**config.mk**
```make
export PLATFORM = sky130hd
export DESIGN_NAME = instruction_fetch_stage
export DESIGN_NICKNAME = d
export VERILOG_FILES = /design/src/rtl/instruction_fetch_stage.sv
export SDC_FILE = /design/constraint.sdc
export NUM_CORES = 1
export LEC_CHECK = 0
export CORE_MARGIN = 4
export CORE_UTILIZATION = 45
export CTS_CLUSTER_SIZE = 10
export DETAILED_ROUTE_END_ITERATION = 10
export PLACE_DENSITY_LB_ADDON = 0.3
export SETUP_SLACK_MARGIN = 0.4
export SYNTH_ARGS = -nofsm -noshare
export SYNTH_HDL_FRONTEND = slang
export SYNTH_SLANG_ARGS = --single-unit
```
**constraint.sdc**
```tcl
create_clock -name Clk -period 5.7 [get_ports Clk]
set_input_delay 0.855 -clock Clk [delete_from_list [all_inputs] [get_ports Clk]]
set_output_delay 0.855 -clock Clk [all_outputs]
set_load 0.05 [all_outputs]
```
**src/rtl/instruction_fetch_stage.sv**
```systemverilog
// instruction_fetch_stage
//   Front end of the MIPS pipeline. It holds the PC and selects the next PC
//   (sequential, branch or jump). It presents the PC to a combinational
//   instruction memory and registers the returned word into IF/ID.
//   Also handles stall, redirect/flush, sticky fetch-fault detection and
//   a count of retired fetches.
//
// Ports
//   Clk               in   system clock, rising-edge
//   Reset             in   synchronous active-low reset
//   Stall             in   hold PC and IF/ID
//   BranchTaken       in   taken branch from ID
//   BranchTarget      in   [31:0] branch byte address
//   JumpTaken         in   j/jal/jr redirect from ID (wins over branch)
//   JumpTarget        in   [31:0] jump byte address
//   FetchAddress      out  [31:0] byte address to imem (= PC register)
//   FetchInstruction  in   [31:0] imem word for FetchAddress
//   IF_ID_Instruction out  [31:0] registered instruction
//   IF_ID_PCPlus4     out  [31:0] registered PC+4 of that instruction
//   IF_ID_Valid       out  IF/ID holds a real instruction
//   FetchFault        out  sticky illegal-PC flag
//   FetchCount        out  [31:0] valid instructions loaded into IF/ID
module instruction_fetch_stage #(
    parameter logic [31:0] RESET_PC   = 32'h0000_0000,
    parameter int unsigned IMEM_WORDS = 128,
    parameter logic [31:0] NOP_WORD   = 32'h0000_0000
) (
    input  logic        Clk,
    input  logic        Reset,
    input  logic        Stall,
    input  logic        BranchTaken,
    input  logic [31:0] BranchTarget,
    input  logic        JumpTaken,
    input  logic [31:0] JumpTarget,
    output logic [31:0] FetchAddress,
    input  logic [31:0] FetchInstruction,
    output logic [31:0] IF_ID_Instruction,
    output logic [31:0] IF_ID_PCPlus4,
    output logic        IF_ID_Valid,
    output logic        FetchFault,
    output logic [31:0] FetchCount
);

    // One past the last legal byte address; 33 bits so a full 2^32 space
    // still compares correctly.
    localparam logic [32:0] IMEM_BYTES = 33'(IMEM_WORDS) * 33'd4;

    logic [31:0] pc_q, pc_d;
    logic [31:0] instr_q, instr_d;
    logic [31:0] pc_plus4_q, pc_plus4_d;
    logic        valid_q, valid_d;
    logic        fault_q, fault_d;
    logic [31:0] count_q, count_d;

    logic [31:0] pc_plus4;
    logic        illegal_pc;

    // Wraps modulo 2^32 by construction.
    assign pc_plus4   = pc_q + 32'd4;
    assign illegal_pc = (pc_q[1:0] != 2'b00) || ({1'b0, pc_q} >= IMEM_BYTES);

    always_comb begin
        pc_d       = pc_q;
        instr_d    = instr_q;
        pc_plus4_d = pc_plus4_q;
        valid_d    = valid_q;
        fault_d    = fault_q;
        count_d    = count_q;

        if (JumpTaken || BranchTaken) begin
            // Redirect beats stall and fault; the word fetched now is dropped.
            pc_d    = JumpTaken ? JumpTarget : BranchTarget;
            instr_d = NOP_WORD;
            valid_d = 1'b0;
        end else if (fault_q) begin
            // Halted until reset: keep bubbling.
            instr_d = NOP_WORD;
            valid_d = 1'b0;
        end else if (Stall) begin
            // Everything holds (defaults).
        end else if (illegal_pc) begin
            fault_d = 1'b1;
            instr_d = NOP_WORD;
            valid_d = 1'b0;
        end else begin
            pc_d       = pc_plus4;
            instr_d    = FetchInstruction;
            pc_plus4_d = pc_plus4;
            valid_d    = 1'b1;
            count_d    = count_q + 32'd1;
        end
    end

    always_ff @(posedge Clk) begin
        if (!Reset) begin
            pc_q       <= RESET_PC;
            instr_q    <= NOP_WORD;
            pc_plus4_q <= 32'd0;
            valid_q    <= 1'b0;
            fault_q    <= 1'b0;
            count_q    <= 32'd0;
        end else begin
            pc_q       <= pc_d;
            instr_q    <= instr_d;
            pc_plus4_q <= pc_plus4_d;
            valid_q    <= valid_d;
            fault_q    <= fault_d;
            count_q    <= count_d;
        end
    end

    assign FetchAddress      = pc_q;
    assign IF_ID_Instruction = instr_q;
    assign IF_ID_PCPlus4     = pc_plus4_q;
    assign IF_ID_Valid       = valid_q;
    assign FetchFault        = fault_q;
    assign FetchCount        = count_q;

endmodule

```
-- Word level (Yosys, flattened, before mapping)
Cells that the tools add are included.
- register bits: 130
- bits of input ports: 101
- output and inout port bits: 130
- $add $sub $neg: 2
- magnitude comparators: 1
- eq/ne operators: 3
- mux-type cells: 10
- bitwise gates (word level): 5
- reductions and logical operators: 6
- operators with widths (kind ; count):
    $mux W32 ; 6
    $add A32 B1 Y32 const B ; 1
    $add A32 B3 Y32 const B ; 1
    $ge A32 B10 Y1 const B ; 1
    $ne A2 B1 Y1 const B ; 3
    $not A1 Y1 ; 5
    $mux W1 ; 4
    $reduce_and A4 Y1 ; 1
    $reduce_and A3 Y1 ; 1
    $reduce_or A3 Y1 ; 1
    $logic_or A1 B1 Y1 ; 2
    $reduce_bool A2 Y1 ; 1

-- Logic depth before layout (Yosys ltp)
- depth after elaboration: 6
- mapped depth: 7
- depth with buffers taken out: 6

-- Worst setup path before layout
No wires, ideal clock.
- kind: input-to-reg
- start point: input port Stall
- end point: register count_q[24] (netlist: FetchCount[24])
- setup time: 0.070 ns
- arrival: 2.604 ns
- required time: 5.630 ns
- slack: 3.025 ns
- cell stages on the path: 7
- path buffers: 2
- path through: buf_2 nor4_1 nand4_1 or4_1 buf_2 or4_1 a21oi_1
- word-level cells in the longest chain between the ends: 2
- ends and longest elaborated chain (item ; RTL line ; text):
    from (decl) ; 30 ; input logic Stall,
    $not A1 Y1 (no line) ; -- ;
    $reduce_and A4 Y1 (no line) ; -- ;
    to (signal assigned) ; 108 ; count_q <= count_d;
    to (decl) ; 53 ; logic [31:0] count_q, count_d;
Every way passes these cells.
A chain may end at the register's enable or synchronous reset.

-- Worst setup path in the final report
- start point: input port BranchTaken
- end point: register count_q[24] (netlist: FetchCount[24])
- word-level cells in the longest chain between the ends: 3
- ends and longest elaborated chain (item ; RTL line ; text):
    from (decl) ; 31 ; input logic BranchTaken,
    $logic_or A1 B1 Y1 ; 70 ; if (JumpTaken || BranchTaken) begin
    $not A1 Y1 (no line) ; -- ;
    $reduce_and A4 Y1 (no line) ; -- ;
Every way passes these cells.

==> metrics list <==
- Final setup violating endpoints: 0
- Arrival time at the worst endpoint: 3.83 ns
* Fmax achieved: 285 MHz
* Layout Skew: 0.00966 ns
- Run status: complete, no violations
- Entering global routing, the biggest net connects 68 pins.
* Final number of max-transition violations: 0
* Required time at the endpoint of the critical path: 6.02 ns
* Hold buffer count at cts: 0
- Warning count from the yosys run: 0
- Input and output buffers added on the ports amount to 230.
* Cts bufs inserted: 17
* Number of nets in the finished design: 871
* Switching share of power: 0.253
- Combinational group share of total power: 0.114
- Summed over all instances, the cell type with the most area after synthesis is dfxtp_1.
- Fin crit period: 3.51 ns
- The first routing iteration left 559 violations.
- Tightest Hold Check Type: reg -> reg
- The most critical setup path has its startpoint at BranchTaken.
* FF-to-FF Start: FetchAddress[9]
- Sum of negative setup slack: 0 ns
- Clock Power Share: 0.462
* Synth top area cells: dfxtp_1 50%, a22o_1 5.4%, nor2_1 3.6%, a21oi_1 3.4%, and3_1 3.3%
* Share of the synthesized area in the top cell type: 0.504
- For this configuration, the core starts out at a cell density of 0.468.
* Overall Global Routing Usage: 0.246
* Drt via density: 5.55
- The clock reaches the later pin of the worst-skew pair after 0.40 ns.
* Antenna violations before repair: 0
- The number of setup buffers added after CTS is 0.
- GPL Wtd Cong: 0.892
- The floorplan step set the die width to 115 um.
- Cell mode on critical path: or4_1
- The signal on the critical path passes through clkdlybuf4s50_1, nor4_1, nand4_1, or4_1, or4_1, a21oi_1.
- The floorplan step defined a core boundary enclosing 0.0110 mm2.
- Number of hold violations in the final report: 0
- In this design, the stage delay of the slowest critical-path cell is 0.89 ns.
- Site Rows: 38
- Vias in the first global route: 5205
* Post-CTS clock slew at the launch and capture registers of the worst setup and hold paths: 0.05 ns
* Min-delay src: IF_ID_PCPlus4[8]
- Relative to the synthesized area, the layout overhead comes to 57.1%.
* Startpoint kind of the worst setup timing path: primary input
- Placed Cells: 888
- Switching power: 566 uW
- Total Die Area: 0.0132 mm2
- Distinct cell type count after synthesis: 48
* Total DRC errors in the routed layout: 0
* IR Drop Worst-Case VDD: 0.284 mV
- Primary FF master, synth: dfxtp_1
- Fill cells: 811
* Sort of element at the end of the critical path: register
* RSZ-0062 raised after global routing: no
- Sequential Area: 0.00260 mm2
* Worst slew margin relative to its limit: 0.222
- Netlist area before placement: 0.00516 mm2
- In the layout the commonest cells are 230 x clkdlybuf4s50_1, 130 x dfxtp_1, 49 x nor2_1.
- Average wire length per cell after detail routing: 17.9 um
- Pin placement for this block handled 231 I/O pins.
* Buffer cell driving the clock tree root: clkbuf_16
- Share of final-layout standard cells stronger than drive strength 1: 0.0641
- Of all flip-flops after synthesis, the portion carrying an async set or reset was 0.
- CTS tree: built
- CP max FO: 18
- In this run the deepest clock path goes through 2 buffers.
- Summed over all layers, the global routing overflow is 0.
- Cell count after synthesis: 549
* Final Instance Area: 0.00811 mm2
- Fraction of power consumed by sequential logic: 0.424
- DRT Pass-1 Iters: 5
* Seq cells post-synth: 130
- Wires add up to 16500 um.
* Worst-Margin Slew: 1.17 ns
* Number of enable-type register cells in the synthesized netlist: 0
* H-tree depth: 4
* Final cell count without fillers: 920
- Total clock sinks: 130
- In the finished design, the share of the clock period the worst path needs comes to 0.616.
- The die is 115 um tall.
- In this run the power density over the cells is 275 mW/mm2.
- Number of max-cap violations: 0
- First-pass GRT wire length: 26200 um
- Internal power summed over all cells: 1670 uW
* Diode count: 0
- A synthesized cell averages 9.40 um2.
- Leaving out fill and tap cells, the most frequent cell in the layout is clkdlybuf4s50_1.
- Sequential cell area fraction in the yosys report: 0.504
- Setup CP Type: in -> reg
- Area taken by multi-input logic gates: 0.00236 mm2
- Among all stages on the critical path, the largest delay is contributed by clkdlybuf4s50_1.
- In this run the static leakage power is 0.00295 uW.
- The wire-length estimate of the detail-placed layout is 12000 um.
- Instance area at placement: 0.00755 mm2
* Post-route antenna net violation count: 0
- Across all layers, the routed design uses 5105 vias.
* Synthesized Nets: 653
- # resized after CTS: 0
[logic make-up after synthesis]
family	share of synthesized area
compound gates	0.186
xor+xnor	0.0339
fa+ha+maj	0.00727
buf+inv	0.0405
flops	0.504
mux	0.0254
simple gates	0.202
[registers in the layout (all words and copies together), names as in the netlist]
register and cells:
IF_ID_PCPlus4 32, IF_ID_Valid 1, FetchFault 1, FetchAddress 32
IF_ID_Instruction 32, FetchCount 32
[per-stage QoR]
step | total power [uW] | hold slack (ns) | setup WS [ns] | utilization
after floorplan | 1090 | 0.598 | 3.03 | -
after global routing | 2310 | 0.489 | 1.89 | 0.735
after detailed placement | 1220 | 0.452 | 1.84 | 0.684
after global placement | 1210 | 0.446 | 1.98 | 0.684
final | 2230 | 0.462 | 2.19 | 0.735
after CTS | 2240 | 0.464 | 2.23 | 0.735
[power groups by stage]
stage	clock network [uW]	logic, uW	registers [uW]
4_1_cts	1040	254	947
2_1_floorplan	0	75.1	1020
6_report	1030	255	948
3_3_place_gp	0	248	965
5_1_grt	1090	269	949
3_5_place_dp	0	252	966
[routing by layer]
layer,part of all wire,vias to the layer above,track usage
li1,-,2450,-
met1,0.41,2446,0.307
met2,0.50,182,0.410
met3,0.066,27,0.0747
met4,0.019,0,0.0782
met5,0,-,0
[Yosys cell counts (3+ instances only)]
cell type / count
a22oi_1: 18
nand3_1: 16
o21ai_0: 20
buf_2: 5
inv_1: 13
dfxtp_1: 130
nor2_1: 49
mux2i_1: 12
nand2_1: 31
or3_1: 9
and3_1: 27
xnor2_1: 14
o2bb2ai_1: 16
clkbuf_1: 30
nand3b_1: 3
xor2_1: 6
a211oi_1: 3
ha_1: 3
a222oi_1: 3
nor4_1: 19
a21oi_1: 35
a22o_1: 32
or4_1: 3
nor3_1: 10
nand4_1: 12
[critical path, delay by kind of cell]
family          cells  cell delay, ns
simple gates        4            1.90
compound gates      1            0.17
buf+inv             1            0.89
[final timing paths]
| check | end | slack, ns | depth (start not counted) |
|---|---|---|---|
| worst max-delay path | FetchCount[24] | 2.19 | 6 |
| worst max register to register | FetchCount[24] | 3.06 | 6 |
| worst min register to register | IF_ID_PCPlus4[8] | 0.46 | 2 |
| worst min-delay path | IF_ID_PCPlus4[8] | 0.46 | 2 |
[layout make-up]
class                   count  share of cell area
flip-flops and latches    130               0.321
repair buffers            238               0.291
multi-input cells         367               0.291
clock buffers              20              0.0563
well taps                 140              0.0216
clock inverters            12              0.0136
inverters                  13             0.00601
No activity file was read; power rests on OpenSTA's default activity.
